File: src/rtl/hazard_forward_unit.sv
// -----------------------------------------------------------------------------
// hazard_forward_unit
//
// Operand forwarding and hazard control that sits beside the ID/EX register.
//   - Resolves NRP operand read ports from the EX/MEM and MEM/WB stages.
//   - Raises load-use (stall + bubble) and memory-wait (stall + hold) controls.
//   - Buffers load data that returns while the whole pipeline is externally
//     frozen, so the data is not lost when MEM/WB cannot advance.
//   - Keeps a saturating stall-cycle counter and a sticky memory-timeout flag.
//
// Ports
//   clk, rst_n                 clock, asynchronous active-low reset
//   idex_re / idex_raddr       per-port read enable / source register
//   rf_val                     per-port register-file value
//   exmem_*                    EX/MEM write enable, dest, source, candidates
//   memwb_*                    MEM/WB write enable, dest, source, candidates
//   mem_rdata(_valid)          load data and its valid strobe
//   ext_stall                  external freeze of the whole pipeline
//   cnt_clr                    synchronous clear of stall_cnt
//   fwd_val                    resolved operands (combinational)
//   stall / flush_ex / mem_hold  pipeline controls (combinational)
//   state                      registered FSM state: 0 RUN, 1 LU, 2 MWAIT
//   mem_timeout                sticky memory-timeout flag
//   stall_cnt                  saturating count of stall cycles
// -----------------------------------------------------------------------------
module hazard_forward_unit #(
  parameter int W       = 32,
  parameter int RA      = 5,
  parameter int NRP     = 2,
  parameter int TIMEOUT = 255,
  parameter int CNT_W   = 32
) (
  input  logic               clk,
  input  logic               rst_n,
  input  logic [NRP-1:0]     idex_re,
  input  logic [NRP*RA-1:0]  idex_raddr,
  input  logic [NRP*W-1:0]   rf_val,
  input  logic               exmem_reg_write,
  input  logic [RA-1:0]      exmem_waddr,
  input  logic [1:0]         exmem_wsrc,
  input  logic [W-1:0]       exmem_alu,
  input  logic [W-1:0]       exmem_pc,
  input  logic [W-1:0]       exmem_imm,
  input  logic               memwb_reg_write,
  input  logic [RA-1:0]      memwb_waddr,
  input  logic [1:0]         memwb_wsrc,
  input  logic [W-1:0]       memwb_alu,
  input  logic [W-1:0]       memwb_pc,
  input  logic [W-1:0]       memwb_imm,
  input  logic [W-1:0]       mem_rdata,
  input  logic               mem_rdata_valid,
  input  logic               ext_stall,
  input  logic               cnt_clr,
  output logic [NRP*W-1:0]   fwd_val,
  output logic               stall,
  output logic               flush_ex,
  output logic               mem_hold,
  output logic [1:0]         state,
  output logic               mem_timeout,
  output logic [CNT_W-1:0]   stall_cnt
);

  localparam logic [1:0] SRC_ALU = 2'd0;
  localparam logic [1:0] SRC_MEM = 2'd1;
  localparam logic [1:0] SRC_PC4 = 2'd2;
  localparam logic [1:0] SRC_IMM = 2'd3;

  // Wait counter only needs to reach TIMEOUT, where it saturates.
  localparam int              WC_W   = (TIMEOUT > 0) ? $clog2(TIMEOUT + 1) : 1;
  localparam logic [WC_W-1:0] WC_MAX = WC_W'(TIMEOUT);

  typedef enum logic [1:0] {
    ST_RUN   = 2'd0,
    ST_LU    = 2'd1,
    ST_MWAIT = 2'd2
  } state_t;

  state_t           state_q, state_d;
  logic             ld_buf_valid;
  logic [W-1:0]     ld_buf_data;
  logic [WC_W-1:0]  wcnt_q, wcnt_d;

  logic             ld_ready;
  logic [W-1:0]     ld_data;
  logic [W-1:0]     exmem_val, memwb_val;
  logic [NRP-1:0]   ex_hit, wb_hit;
  logic             memwb_is_load;
  logic             lu, mem_wait;

  // Value a stage will write back, selected by its write-source field.
  function automatic logic [W-1:0] stage_val(
    input logic [1:0]   src,
    input logic [W-1:0] alu,
    input logic [W-1:0] pc,
    input logic [W-1:0] imm,
    input logic [W-1:0] ld
  );
    logic [W-1:0] v;
    unique case (src)
      SRC_ALU: v = alu;
      SRC_MEM: v = ld;
      SRC_PC4: v = pc + W'(4);
      SRC_IMM: v = imm;
      default: v = alu;
    endcase
    return v;
  endfunction

  // A buffered load counts as returned data until MEM/WB advances.
  assign ld_ready      = mem_rdata_valid | ld_buf_valid;
  assign ld_data       = mem_rdata_valid ? mem_rdata : ld_buf_data;
  assign memwb_is_load = memwb_reg_write && (memwb_wsrc == SRC_MEM);

  // EX/MEM loads have no data yet; that case is caught as a load-use hazard.
  assign exmem_val = stage_val(exmem_wsrc, exmem_alu, exmem_pc, exmem_imm, ld_data);
  assign memwb_val = stage_val(memwb_wsrc, memwb_alu, memwb_pc, memwb_imm, ld_data);

  for (genvar g = 0; g < NRP; g++) begin : g_port
    logic [RA-1:0] ra;
    assign ra = idex_raddr[g*RA +: RA];

    assign ex_hit[g] = idex_re[g] && exmem_reg_write &&
                       (exmem_waddr != '0) && (exmem_waddr == ra);
    assign wb_hit[g] = idex_re[g] && memwb_reg_write &&
                       (memwb_waddr != '0) && (memwb_waddr == ra);

    assign fwd_val[g*W +: W] =
      (ex_hit[g] && (exmem_wsrc != SRC_MEM))              ? exmem_val :
      (wb_hit[g] && ((memwb_wsrc != SRC_MEM) || ld_ready)) ? memwb_val :
                                                             rf_val[g*W +: W];
  end

  assign lu       = (|ex_hit) && (exmem_wsrc == SRC_MEM);
  assign mem_wait = memwb_is_load && !ld_ready;

  // Control outputs: a memory wait dominates a load-use hazard.
  always_comb begin
    // NOTE: every signal driven here gets a default first, so no path through
    // the block leaves it unassigned and no latch is inferred.
    stall    = 1'b0;
    flush_ex = 1'b0;
    mem_hold = 1'b0;
    if (mem_wait) begin
      stall    = 1'b1;
      mem_hold = 1'b1;
    end else if (lu) begin
      stall    = 1'b1;
      flush_ex = 1'b1;
    end
  end

  // Next-state logic.
  always_comb begin
    state_d = ST_RUN;
    if (mem_wait)  state_d = ST_MWAIT;
    else if (lu)   state_d = ST_LU;
  end

  // State register.
  // NOTE: sequential state uses non-blocking assignments only, so every
  // register samples pre-edge values regardless of block ordering.
  always_ff @(posedge clk or negedge rst_n) begin
    if (!rst_n) state_q <= ST_RUN;
    else        state_q <= state_d;
  end

  assign state = state_q;

  // Load buffer: catches data that returns while the pipeline is frozen and
  // releases it the first cycle MEM/WB advances.
  always_ff @(posedge clk or negedge rst_n) begin
    if (!rst_n) begin
      // NOTE: the data word is reset too, so a stale load can never leak into
      // ld_data after reset even though ld_buf_valid already gates it.
      ld_buf_valid <= 1'b0;
      ld_buf_data  <= '0;
    end else if (mem_rdata_valid && memwb_is_load && ext_stall) begin
      ld_buf_valid <= 1'b1;
      ld_buf_data  <= mem_rdata;
    end else if (!ext_stall && !mem_hold) begin
      ld_buf_valid <= 1'b0;
    end
  end

  // Consecutive memory-wait cycles, saturating at TIMEOUT.
  always_comb begin
    wcnt_d = '0;
    if (mem_wait) wcnt_d = (wcnt_q == WC_MAX) ? wcnt_q : wcnt_q + WC_W'(1);
  end

  always_ff @(posedge clk or negedge rst_n) begin
    if (!rst_n) begin
      wcnt_q      <= '0;
      mem_timeout <= 1'b0;
    end else begin
      wcnt_q <= wcnt_d;
      // Flag rises on the edge that closes the TIMEOUT-th wait cycle.
      if ((TIMEOUT != 0) && mem_wait && (wcnt_d == WC_MAX)) mem_timeout <= 1'b1;
    end
  end

  // Stall-cycle counter; external freezes are not counted.
  always_ff @(posedge clk or negedge rst_n) begin
    if (!rst_n)                          stall_cnt <= '0;
    else if (cnt_clr)                    stall_cnt <= '0;
    else if (stall && (stall_cnt != '1)) stall_cnt <= stall_cnt + CNT_W'(1);
  end

endmodule

File: config.mk
export PLATFORM = sky130hd
export DESIGN_NAME = hazard_forward_unit
export DESIGN_NICKNAME = d
export VERILOG_FILES = /design/src/rtl/hazard_forward_unit.sv
export SDC_FILE = /design/constraint.sdc
export NUM_CORES = 1
export LEC_CHECK = 0
export BUFFER_PORTS_ARGS = -buffer_cell sky130_fd_sc_hd__buf_4
export CAP_MARGIN = 10
export CORE_AREA = 2 2 162 164
export DETAILED_ROUTE_END_ITERATION = 16
export DIE_AREA = 0 0 164 166
export SLEW_MARGIN = 20
export SYNTH_ARGS = -nofsm -noshare
export SYNTH_HDL_FRONTEND = slang
export SYNTH_SLANG_ARGS = --single-unit
File: constraint.sdc
create_clock -name clk -period 3.8 [get_ports clk]
set_input_delay 0.19 -clock clk [delete_from_list [all_inputs] [get_ports clk]]
set_output_delay 0.19 -clock clk [all_outputs]
set_load 0.02 [all_outputs]
==> impl_metrics.env <==
export IMPL_status="completed"
export IMPL_core_um2=25600
export IMPL_drv_slew=0
export IMPL_first_pass_iters=5
export IMPL_path_cells="buf_4 > or4_1 > o21ai_0 > nor2_1 > nand2_1 > buf_4 > o21ai_0 > o2bb2ai_1 > buf_4"
export IMPL_crit_required_ns=3.61
export IMPL_clk_path_buf_depth=2
export IMPL_clk_latency_ns=0.34
export IMPL_grt_usage=0.330
export IMPL_cts_tree="yes"
export IMPL_worst_pin_slew_ns=1.00
export IMPL_synth_top_cell_area_share=0.224
export IMPL_yosys_cell_count_top_type="nor2_1"
export IMPL_std_cell_rows=59
export IMPL_numPortBuffers=422
export IMPL_crit_path_start_kind="input port"
export IMPL_path_clk_slew_ns=0.06
export IMPL_synth_top_cell_by_area="dfrtp_1"
export IMPL_synth_distinct_cells=67
export IMPL_cts_htree_levels=3
export IMPL_skew_ns=0.00755
export IMPL_maxCapViolations=0
export IMPL_pin_count=423
export IMPL_min_path_cells=2
export IMPL_tns_ns=0
export IMPL_setup_violations=0
export IMPL_slew_headroom=0.326
export IMPL_die_area_um2=27200
export IMPL_nets=1834
export IMPL_grt_pass1_vias=10300
export IMPL_r2r_end="stall_cnt[13]$_DFFE_PN0P_"
export IMPL_reg2regPathDepth=6
export IMPL_antenna_found_initial=10
export IMPL_grt_max_degree=77
export IMPL_ys_async_sr_fraction=1.00
export IMPL_syn_inst=1133
export IMPL_cts_hold_buf=0
export IMPL_hold_viol_final=0
export IMPL_reg2reg_slack_ns=1.12
export IMPL_cp_end_kind="output port"
export IMPL_numClockSinks=76
export IMPL_syn_nets=1458
export IMPL_drtIter0Drc=1183
export IMPL_cp_startpoint="exmem_waddr[0]"
export IMPL_min_path_type="in -> reg"
export IMPL_synth_edff_count=0
export IMPL_p_per_area_nw_per_um2=239
export IMPL_critPathKind="in -> out"
export IMPL_drt_wl_total_um=46600
export IMPL_max_stage_delay_ns=0.60
export IMPL_peakVddDrop_uv=245
export IMPL_ys_seq_elements=76
export IMPL_final_util=0.478
export IMPL_crit_family="simple AND/OR/NAND/NOR gates"
export IMPL_crit_path_frequent_cell="buf_4"
export IMPL_synth_area_per_cell_um2=7.49
export IMPL_ant_nets=0
export IMPL_reg2reg_from="ld_buf_valid$_DFFE_PN0P_"
export IMPL_period_share=0.758
export IMPL_num_vias=11000
export IMPL_start_util=0.331
export IMPL_cts_setup_buffers=0
export IMPL_synthTopCellsByCount="nor2_1, o21ai_0, a21oi_1, nand2_1, dfrtp_1"
export IMPL_rsz0062_at_grt="false"
export IMPL_synth_ff_type="dfrtp_1"
export IMPL_hpwl_um=37600
export IMPL_drive_gt1_frac=0.355
export IMPL_grt_pass1_wl_um=67100
export IMPL_cts_buffers=9
export IMPL_ys_seq_area_frac=0.224
export IMPL_fmax_mhz=347
export IMPL_path_buf_inv=3
export IMPL_wire_per_inst_um=25.1
export IMPL_syn_cell_area_um2=8490
export IMPL_cp_slowest_cell="nand2_1"
export IMPL_cts_root_buf="clkbuf_16"
export IMPL_cts_resized=0
export IMPL_grt_overflow=0
export IMPL_post_route_drc_count=0
export IMPL_critical_path_max_fanout=18
export IMPL_synth_area_top_cells="dfrtp_1, mux2_2, o21ai_0"
export IMPL_arrival_ns=2.69
export IMPL_min_period_ns=2.88
export IMPL_power_leakage_uw=0.00531
export IMPL_gp_congestion=0.993
export IMPL_synth_warnings=0
export IMPL_fp_dieW_um=164
export IMPL_syn_to_final_growth_pct=44.3
export IMPL_path_depth=9
export IMPL_vias_per_cell=5.91
export IMPL_die_h_um=166
export IMPL_crit_path_end="fwd_val[27]"
-- metal layers --
| layer | track usage | routed length (um) | up-vias |
|---|---|---|---|
| met2 | 0.523 | 21200 | 622 |
| met5 | 0 | 0 | - |
| met4 | 0.113 | 1730 | 0 |
| met3 | 0.0539 | 4180 | 80 |
| li1 | - | - | 5027 |
| met1 | 0.453 | 19500 | 5248 |
-- sequential cells by signal, indices dropped and copies added, names as in the netlist --
signal        count
mem_timeout       1
ld_buf_data      32
wcnt_q            8
stall_cnt        32
state             2
ld_buf_valid      1
-- worst min-delay path by stage --
stage / startpoint / slack, ns / endpoint
floorplan: rst_n / -0.11 / ld_buf_data[0]$_DFFE_PN0P_
global placement: ext_stall / 0.43 / ld_buf_valid$_DFFE_PN0P_
detailed placement: rst_n / 0.43 / stall_cnt[21]$_DFFE_PN0P_
CTS: rst_n / 0.07 / stall_cnt[21]$_DFFE_PN0P_
global route: mem_rdata[17] / 0.09 / ld_buf_data[17]$_DFFE_PN0P_
finish: ext_stall / 0.09 / ld_buf_valid$_DFFE_PN0P_
-- kinds of logic after synthesis --
group	count (synthesis)	share of synthesized area
DFF	76	0.224
and+or+nand+nor	430	0.252
xor gates and xnor gates	62	0.0640
adders and majority gates	4	0.00589
muxes	102	0.144
AOI/OAI and AO/OA	364	0.266
buffers and inverters	95	0.0447
-- report_power, final --
| part | switching, uW | internal, uW |
|---|---|---|
| Clock | 361 | 479 |
| Sequential | 34.4 | 889 |
| Combinational | 632 | 527 |
| Total | 1030 | 1900 |
-- layout by cell type, fill, tap and decap left out, types with 10 or more instances in the layout --
cell type | Yosys | final
a211oi_1 | 52 | 52
a21oi_1 | 87 | 87
a31oi_1 | 12 | 12
and3_1 | 13 | 13
buf_4 | 1 | 440
dfrtp_1 | 76 | 76
inv_1 | 17 | 17
mux2_2 | 58 | 58
mux2i_1 | 34 | 34
mux4_2 | 10 | 10
nand2_1 | 80 | 80
nand3_1 | 42 | 42
nand4_1 | 30 | 30
nor2_1 | 141 | 141
nor2b_1 | 16 | 16
nor3_1 | 18 | 18
nor4_1 | 16 | 16
o21ai_0 | 116 | 116
o22ai_1 | 26 | 26
o2bb2ai_1 | 14 | 14
o31ai_1 | 13 | 13
or3_1 | 23 | 23
or4_1 | 17 | 17
xnor2_1 | 33 | 33
xor2_1 | 29 | 29
-- metrics by stage --
stage	power, uW	std cells	hold slack, ns	area, um2	worst slack [ns]
finish	2920	1858	0.0909	12200	0.918
global route	3050	1857	0.0866	12200	0.789
floorplan	1460	1133	-0.106	8490	1.49
CTS	2920	1848	0.0657	12200	0.971
detailed placement	2070	1832	0.433	11900	0.807
global placement	2070	1832	0.431	11900	0.908
-- final cells by class --
| cell class | instances | area, um2 |
|---|---|---|
| antenna | 9 | 22.5 |
| clock buffer | 11 | 253 |
| clock inverter | 5 | 33.8 |
| fill | 2647 | 13400 |
| inverter | 17 | 63.8 |
| multi-input combinational | 962 | 6210 |
| sequential | 76 | 1900 |
| tap | 335 | 419 |
| timing repair buffer | 443 | 3340 |
No activity file was read; power rests on OpenSTA's default activity.
